`config.mk`:
```
export PLATFORM = sky130hd
export DESIGN_NAME = sipo_rx
export DESIGN_NICKNAME = d
export VERILOG_FILES = /design/src/rtl/sipo_rx.sv
export SDC_FILE = /design/constraint.sdc
export NUM_CORES = 1
export LEC_CHECK = 0
export CORE_MARGIN = 2
export CORE_UTILIZATION = 38
export DETAILED_ROUTE_END_ITERATION = 16
export PLACE_DENSITY_LB_ADDON = 0.3
export SLEW_MARGIN = 15
export SYNTH_ARGS = -nofsm -noshare
export SYNTH_HDL_FRONTEND = slang
export SYNTH_SLANG_ARGS = --single-unit
```
`constraint.sdc`:
```
create_clock -name clk -period 1.4 [get_ports clk]
set_input_delay 0.28 -clock clk [delete_from_list [all_inputs] [get_ports clk]]
set_output_delay 0.28 -clock clk [all_outputs]
set_load 0.05 [all_outputs]
```
`src/rtl/sipo_rx.sv`:
```
// Serial-in, parallel-out frame receiver: start bit, WIDTH data bits MSB-first,
// optional even-parity bit and stop bit, all qualified by the bit enable sen.
module sipo_rx #(
  parameter int WIDTH     = 4,
  parameter int PARITY_EN = 1
) (
  input  logic             clk,
  input  logic             rst,
  input  logic             sin,
  input  logic             sen,
  output logic [WIDTH-1:0] q,
  output logic             valid,
  output logic             perr,
  output logic             ferr,
  output logic             busy
);

  localparam int CW = $clog2(WIDTH + 1);

  typedef enum logic [1:0] {IDLE, DATA, PAR, STOP} state_t;

  state_t           state, state_nx;
  logic [CW-1:0]    cnt;
  logic [WIDTH-1:0] sreg;
  logic             perr_pend;

  function automatic logic par_err(input logic [WIDTH-1:0] d, input logic p);
    return (^d) ^ p;
  endfunction

  always_comb begin
    state_nx = state;
    if (sen) begin
      case (state)
        IDLE:    if (!sin) state_nx = DATA;
        DATA:    if (cnt == CW'(WIDTH - 1))
                   state_nx = (PARITY_EN != 0) ? PAR : STOP;
        PAR:     state_nx = STOP;
        STOP:    state_nx = IDLE;
        default: state_nx = IDLE;
      endcase
    end
  end

  always_ff @(posedge clk or negedge rst) begin
    if (!rst) state <= IDLE;
    else      state <= state_nx;
  end

  // Strobes clear on every edge; everything else advances only on qualified bits.
  always_ff @(posedge clk or negedge rst) begin
    if (!rst) begin
      cnt       <= '0;
      sreg      <= '0;
      perr_pend <= 1'b0;
      q         <= '0;
      valid     <= 1'b0;
      perr      <= 1'b0;
      ferr      <= 1'b0;
    end else begin
      valid <= 1'b0;
      ferr  <= 1'b0;
      if (sen) begin
        case (state)
          IDLE: cnt <= '0;
          DATA: begin
            sreg <= {sreg[WIDTH-2:0], sin};
            cnt  <= cnt + 1'b1;
          end
          PAR:  perr_pend <= par_err(sreg, sin);
          STOP: begin
            // A zero stop bit drops the frame and is not reused as a start bit.
            if (sin) begin
              q     <= sreg;
              valid <= 1'b1;
              perr  <= (PARITY_EN != 0) ? perr_pend : 1'b0;
            end else begin
              ferr  <= 1'b1;
            end
          end
          default: cnt <= '0;
        endcase
      end
    end
  end

  assign busy = (state != IDLE);

endmodule

```
# Word-level counts from Yosys, hierarchy flattened
# Index checks and enable logic that the tools add are counted.
# W data, S select, Z words.
[totals]
reg_bits = 17
latchBits = 0
ram_bits = 0
romBits = 0
inputBits = 4
wordCells = 35
mem_count = 0
[classes]
add_sub_neg = 1
n_mul = 0
div = 0
n_lt_le_gt_ge = 0
eq_ne = 6
shift = 0
mux = 10
n_bitwise = 1
reduce_logical = 9
[op_table]
columns = ["cell", "count"]
rows = [
  ["$pmux W2 S4", 1],
  ["$mux W1", 6],
  ["$pmux W3 S2", 1],
  ["$reduce_and A2 Y1", 3],
  ["$reduce_and A3 Y1", 2],
  ["$eq A2 B2 Y1 const B", 2],
  ["$mux W2", 2],
  ["$ne A2 B2 Y1 const B", 2],
  ["$reduce_bool A2 Y1", 2],
  ["$reduce_xor A4 Y1", 1],
  ["$add A3 B1 Y3 const B", 1],
  ["$eq A3 B2 Y1 const B", 1],
  ["$eq A2 B1 Y1 const B", 1],
  ["$logic_not A2 Y1", 1],
  ["$xor A1 B1 Y1", 1],
]

# Depth between registers and ports, before layout
[depth]
ltp_word = 3
depth_mapped = 5
depth_no_buf = 5

# Worst setup path before layout
# Ideal clock, no wire load.
[synth_timing]
kind = "flip-flop to flip-flop"
start = "reg cnt[0]"
end = "reg state[1]"
setup_ns = 0.125
arrival_time_ns = 1.283
slack_ns = -0.008
stages_incl_launch_ff = 6
n_path_buf = 0
path_cell_list = "dfrtp_1 ha_1 ha_1 nand2b_1 nand3_1 mux2_2"
[synth_between]
elab_chain_cells = 3
[synth_rtl]
columns = ["element", "line_no", "text"]
rows = [
  ["start: declaration", "23", "logic [CW-1:0] cnt;"],
  ["start signal: assignment", "68", "cnt <= cnt + 1'b1;"],
  ["$eq A3 B2 Y1", "36", "DATA: if (cnt == CW'(WIDTH - 1))"],
  ["$ne A2 B2 Y1 (no line)", "n/a", ""],
  ["$reduce_and A3 Y1 (no line)", "n/a", ""],
  ["end signal: assignment", "47", "else state <= state_nx;"],
  ["end: declaration", "22", "state_t state, state_nx;"],
]
# Every way passes these cells.
# A chain may end at the register's enable or synchronous reset.

# Worst setup path after layout
[layout_timing]
start = "reg state[0]"
end = "out busy"
[layout_between]
elab_chain_cells = 1
[layout_rtl]
columns = ["element", "line_no", "text"]
rows = [
  ["$reduce_bool A2 Y1", "87", "assign busy = (state != IDLE);"],
  ["end: declaration", "15", "output logic busy"],
]
# Every way passes these cells.

==> summary by stage <==
Hold path
The path type of the worst min-delay path is in2async.

Drt
The average routed wire per standard cell is approximately 11 microns. The final wirelength is around 1.3 mm. The detail route stage leaves a number of antenna-violating nets equal to 0. The total number of vias is 523. The via-per-instance ratio is 4.51. In this run, the number of DRC markers left after iteration 0 of detailed routing was 7. For this run, design rule violations remaining after detail routing come to 0. The first detailed-routing pass ran for 3 iterations.

Placement
The placed instance count is roughly 110. Port buffering added 11 buffers. The global placer's final weighted congestion is around 0.66. In this run the cell area measured after placement is 1060 sq um. The HPWL after detailed placement is around 920 microns.

Prior to clock tree synthesis, the placed netlist has a worst setup slack of -238 ps.

Floorplanning
The die outline width is 49.1 microns. Pin placement for this block handled 12 I/O pins. The site row count is 16. The die covers 2420 sq um. The height of the die is slightly below 50 microns. In this run the standard cell core region covers between 1500 and 2000 sq um. The initial utilization of the core area, before any placement, comes to between 30% and 40%.

Yosys
After synthesis, the cell types taking the most area are dfrtp_1, mux2_2, ha_1, nand2_1, xnor3_1. The share of the yosys chip area belonging to registers is 54.9%. In this run the cell area of the synthesized design comes to around 770 sq um. The leading area contributor after synthesis is dfrtp_1.

The proportion of synthesized flip-flops having asynchronous set or reset is between 90% and 100%. Synthesis inferred 17 register bits. In this run, distinct cell masters in the synthesized netlist total 14. The number of warnings reported in the yosys synthesis log is 0.

The commonest cells after synthesis are dfrtp_1, mux2_2, ha_1, nand2_1, inv_1. The average instance in the mapped netlist occupies ~13 sq um. The fraction of synthesized cell area taken by the top area cell type is approximately 55%. The main flop type after synthesis is dfrtp_1. Among all cell types in the netlist, the one instantiated most often is dfrtp_1. Synthesis produced a netlist whose cell count is 60. Counting every net in the synthesized netlist gives 71. The number of flops mapped to enable cells by yosys is 0.

Status
The run finished with clean final reports.

Worst setup path
The reg2reg setup slack is 40 ps. Data arrives at the worst endpoint at 1090 ps. The type of origin of the critical path is a flop. The reg-to-reg critical path startpoint is cnt[0]$_DFFE_PN0P_. The worst register-to-register path ends at state[1]$_DFFE_PN0P_. The largest fanout on the critical path is 3.

The data required time at the worst endpoint is roughly 1100 ps. The category of the worst setup path capture point is an output pin. Counting cells, the worst reg-to-reg path comes to 5. The kind of critical path is reg2out.

Clock network
In this run, CTS created clock tree buffers numbering 3. In this run the number of H-tree levels came out at 1. The clock insertion delay at the later pin of the skew report is 290 ps. The master cell of the clock root buffer is clkbuf_4. The number of buffers inserted for hold repair after clock tree synthesis is 0. Clock-pin slew was measured on the worst setup and hold paths at 100 ps. The number of sinks handled by clock tree synthesis is 17. The longest clock path from root to sink contains 2 buffers.

The CTS tree is built.

STA
Timing would allow up to ~730 MHz. The number of failing hold endpoints at the final stage is 0. The post-route clock skew is roughly 3 ps. The worst slew margin relative to its limit is 77.4%. The number of endpoints failing setup at the final stage is 0. The final max-slew violation count is 0. After layout, the minimum clock period comes to ~1400 ps. The final worst-path setup slack is roughly 25 ps. Hold timing on the final database bottoms out at a slack of about 300 ps. After layout, the worst path uses between 90% and 100% of the clock period. For the pin with the worst max-slew slack, the measured transition is ~340 ps. Setup repair after global routing could not meet its margin everywhere.

Global routing
Global routing used around an eighth of the available tracks. The remaining global-route overflow is 0. The number of global-route vias before repair is between 500 and 600.

The first global-routing pass estimated roughly 2.2 mm of wire. Entering global routing, the biggest net connects 18 pins. The initial antenna violation count was 0.

Cells and area
The finished layout cell area is ~1200 sq um. The final net count is 101. The count of antenna diodes in the layout is 0. The area added between synthesis and finish is 53.0%. The final non-filler cell total is around 120. The fraction of the core area covered by cells at the end of the flow is 61.0%.

Cells with a size suffix above 1 make up 53.9% of the layout.

Job
The number of maximum-capacitance constraint violations is 0.

Power and ir drop
The worst vdd rail ir drop is around 1.4 mV. In this run the static leakage power is roughly 0.00057 uW. The power density relative to cell area is 2420 nW/um^2.
-- worst max-delay path, stage by stage, from the launching register on --
cell	delay, ps
dfrtp_1	400
inv_2	100
ha_4	140
inv_2	40
buf_12	130
-- layout by cell type (no fill, tap or decap) --
cell type / count
nand2_1: 6
mux2_2: 8
xnor3_1: 1
nand2_2: 1
clkinv_2: 1
dfrtp_1: 17
inv_2: 3
o21ai_1: 1
nand3_2: 2
ha_4: 1
buf_4: 13
buf_12: 8
buf_6: 1
mux2i_1: 1
o21ai_0: 3
clkdlybuf4s50_1: 3
inv_1: 2
nor2_1: 2
nand2b_4: 1
ha_1: 2
mux2_4: 2
xnor2_1: 2
a32o_1: 1
clkbuf_4: 3
ha_2: 4
-- power by group --
group	total, uW	internal, uW	switching, uW
combinational	1710	946	765
sequential	898	713	186
clock	260	106	154
total	2870	1760	1100
-- worst max path at each step --
stage,start,slack (ps),cells after the start,end
global placement,sin,-180,4,perr_pend$_DFFE_PN0P_
floorplan,cnt[0]$_DFFE_PN0P_,10,5,state[1]$_DFFE_PN0P_
global route,state[0]$_DFFE_PN0P_,-40,4,busy
finish,state[0]$_DFFE_PN0P_,30,4,busy
CTS,state[1]$_DFFE_PN0P_,-0.5,4,busy
detailed placement,sin,-240,4,perr_pend$_DFFE_PN0P_
-- per-stage QoR --
step	total power, uW	TNS (ps)
2_1_floorplan	1730	0
3_3_place_gp	2340	-734
3_5_place_dp	2380	-882
4_1_cts	2790	-0.462
5_1_grt	3060	-53.0
6_report	2870	0
-- kinds of logic after synthesis --
group	share of synthesized area, %
flip-flops	54.9
AND/OR/NAND/NOR	6.46
multiplexers	15.8
adder cells (fa/ha/maj)	11.3
AO/OA/AOI/OAI	3.88
buffers and inverters	2.42
XOR/XNOR	5.17
-- state kept, by name, summed over array words and instances (netlist names) --
name / cells
cnt: 3
ferr: 1
perr: 1
perr_pend: 1
q: 4
sreg: 4
state: 2
valid: 1
-- layout make-up --
| class | count | area (sq um) |
|---|---|---|
| Inverter | 5 | 18.8 |
| Timing Repair Buffer | 25 | 299 |
| Clock buffer | 3 | 22.5 |
| Multi-Input combinational cell | 38 | 380 |
| Sequential cell | 17 | 425 |
| Fill cell | 160 | 757 |
| Clock inverter | 1 | 5.00 |
| Tap cell | 27 | 33.8 |
-- layer usage --
layer / track usage [%] / up-vias / share of wire (%)
met4: 7.14 / 0 / 2.2
met5: 0 / - / 0
met2: 20.3 / 7 / 50
met3: 2.76 / 4 / 2.8
li1: - / 262 / -
met1: 13.5 / 250 / 45
-- timing repair --
item | in CTS | in global routing
endpoints found under the setup margin | 2 | 7
pin swaps | 1 | 3
resized for setup | 12 | 3
hold endpoints to repair | 0 | 0
buffers inserted | 3 | 4
Note: power is estimated with default switching activity, not from simulation.
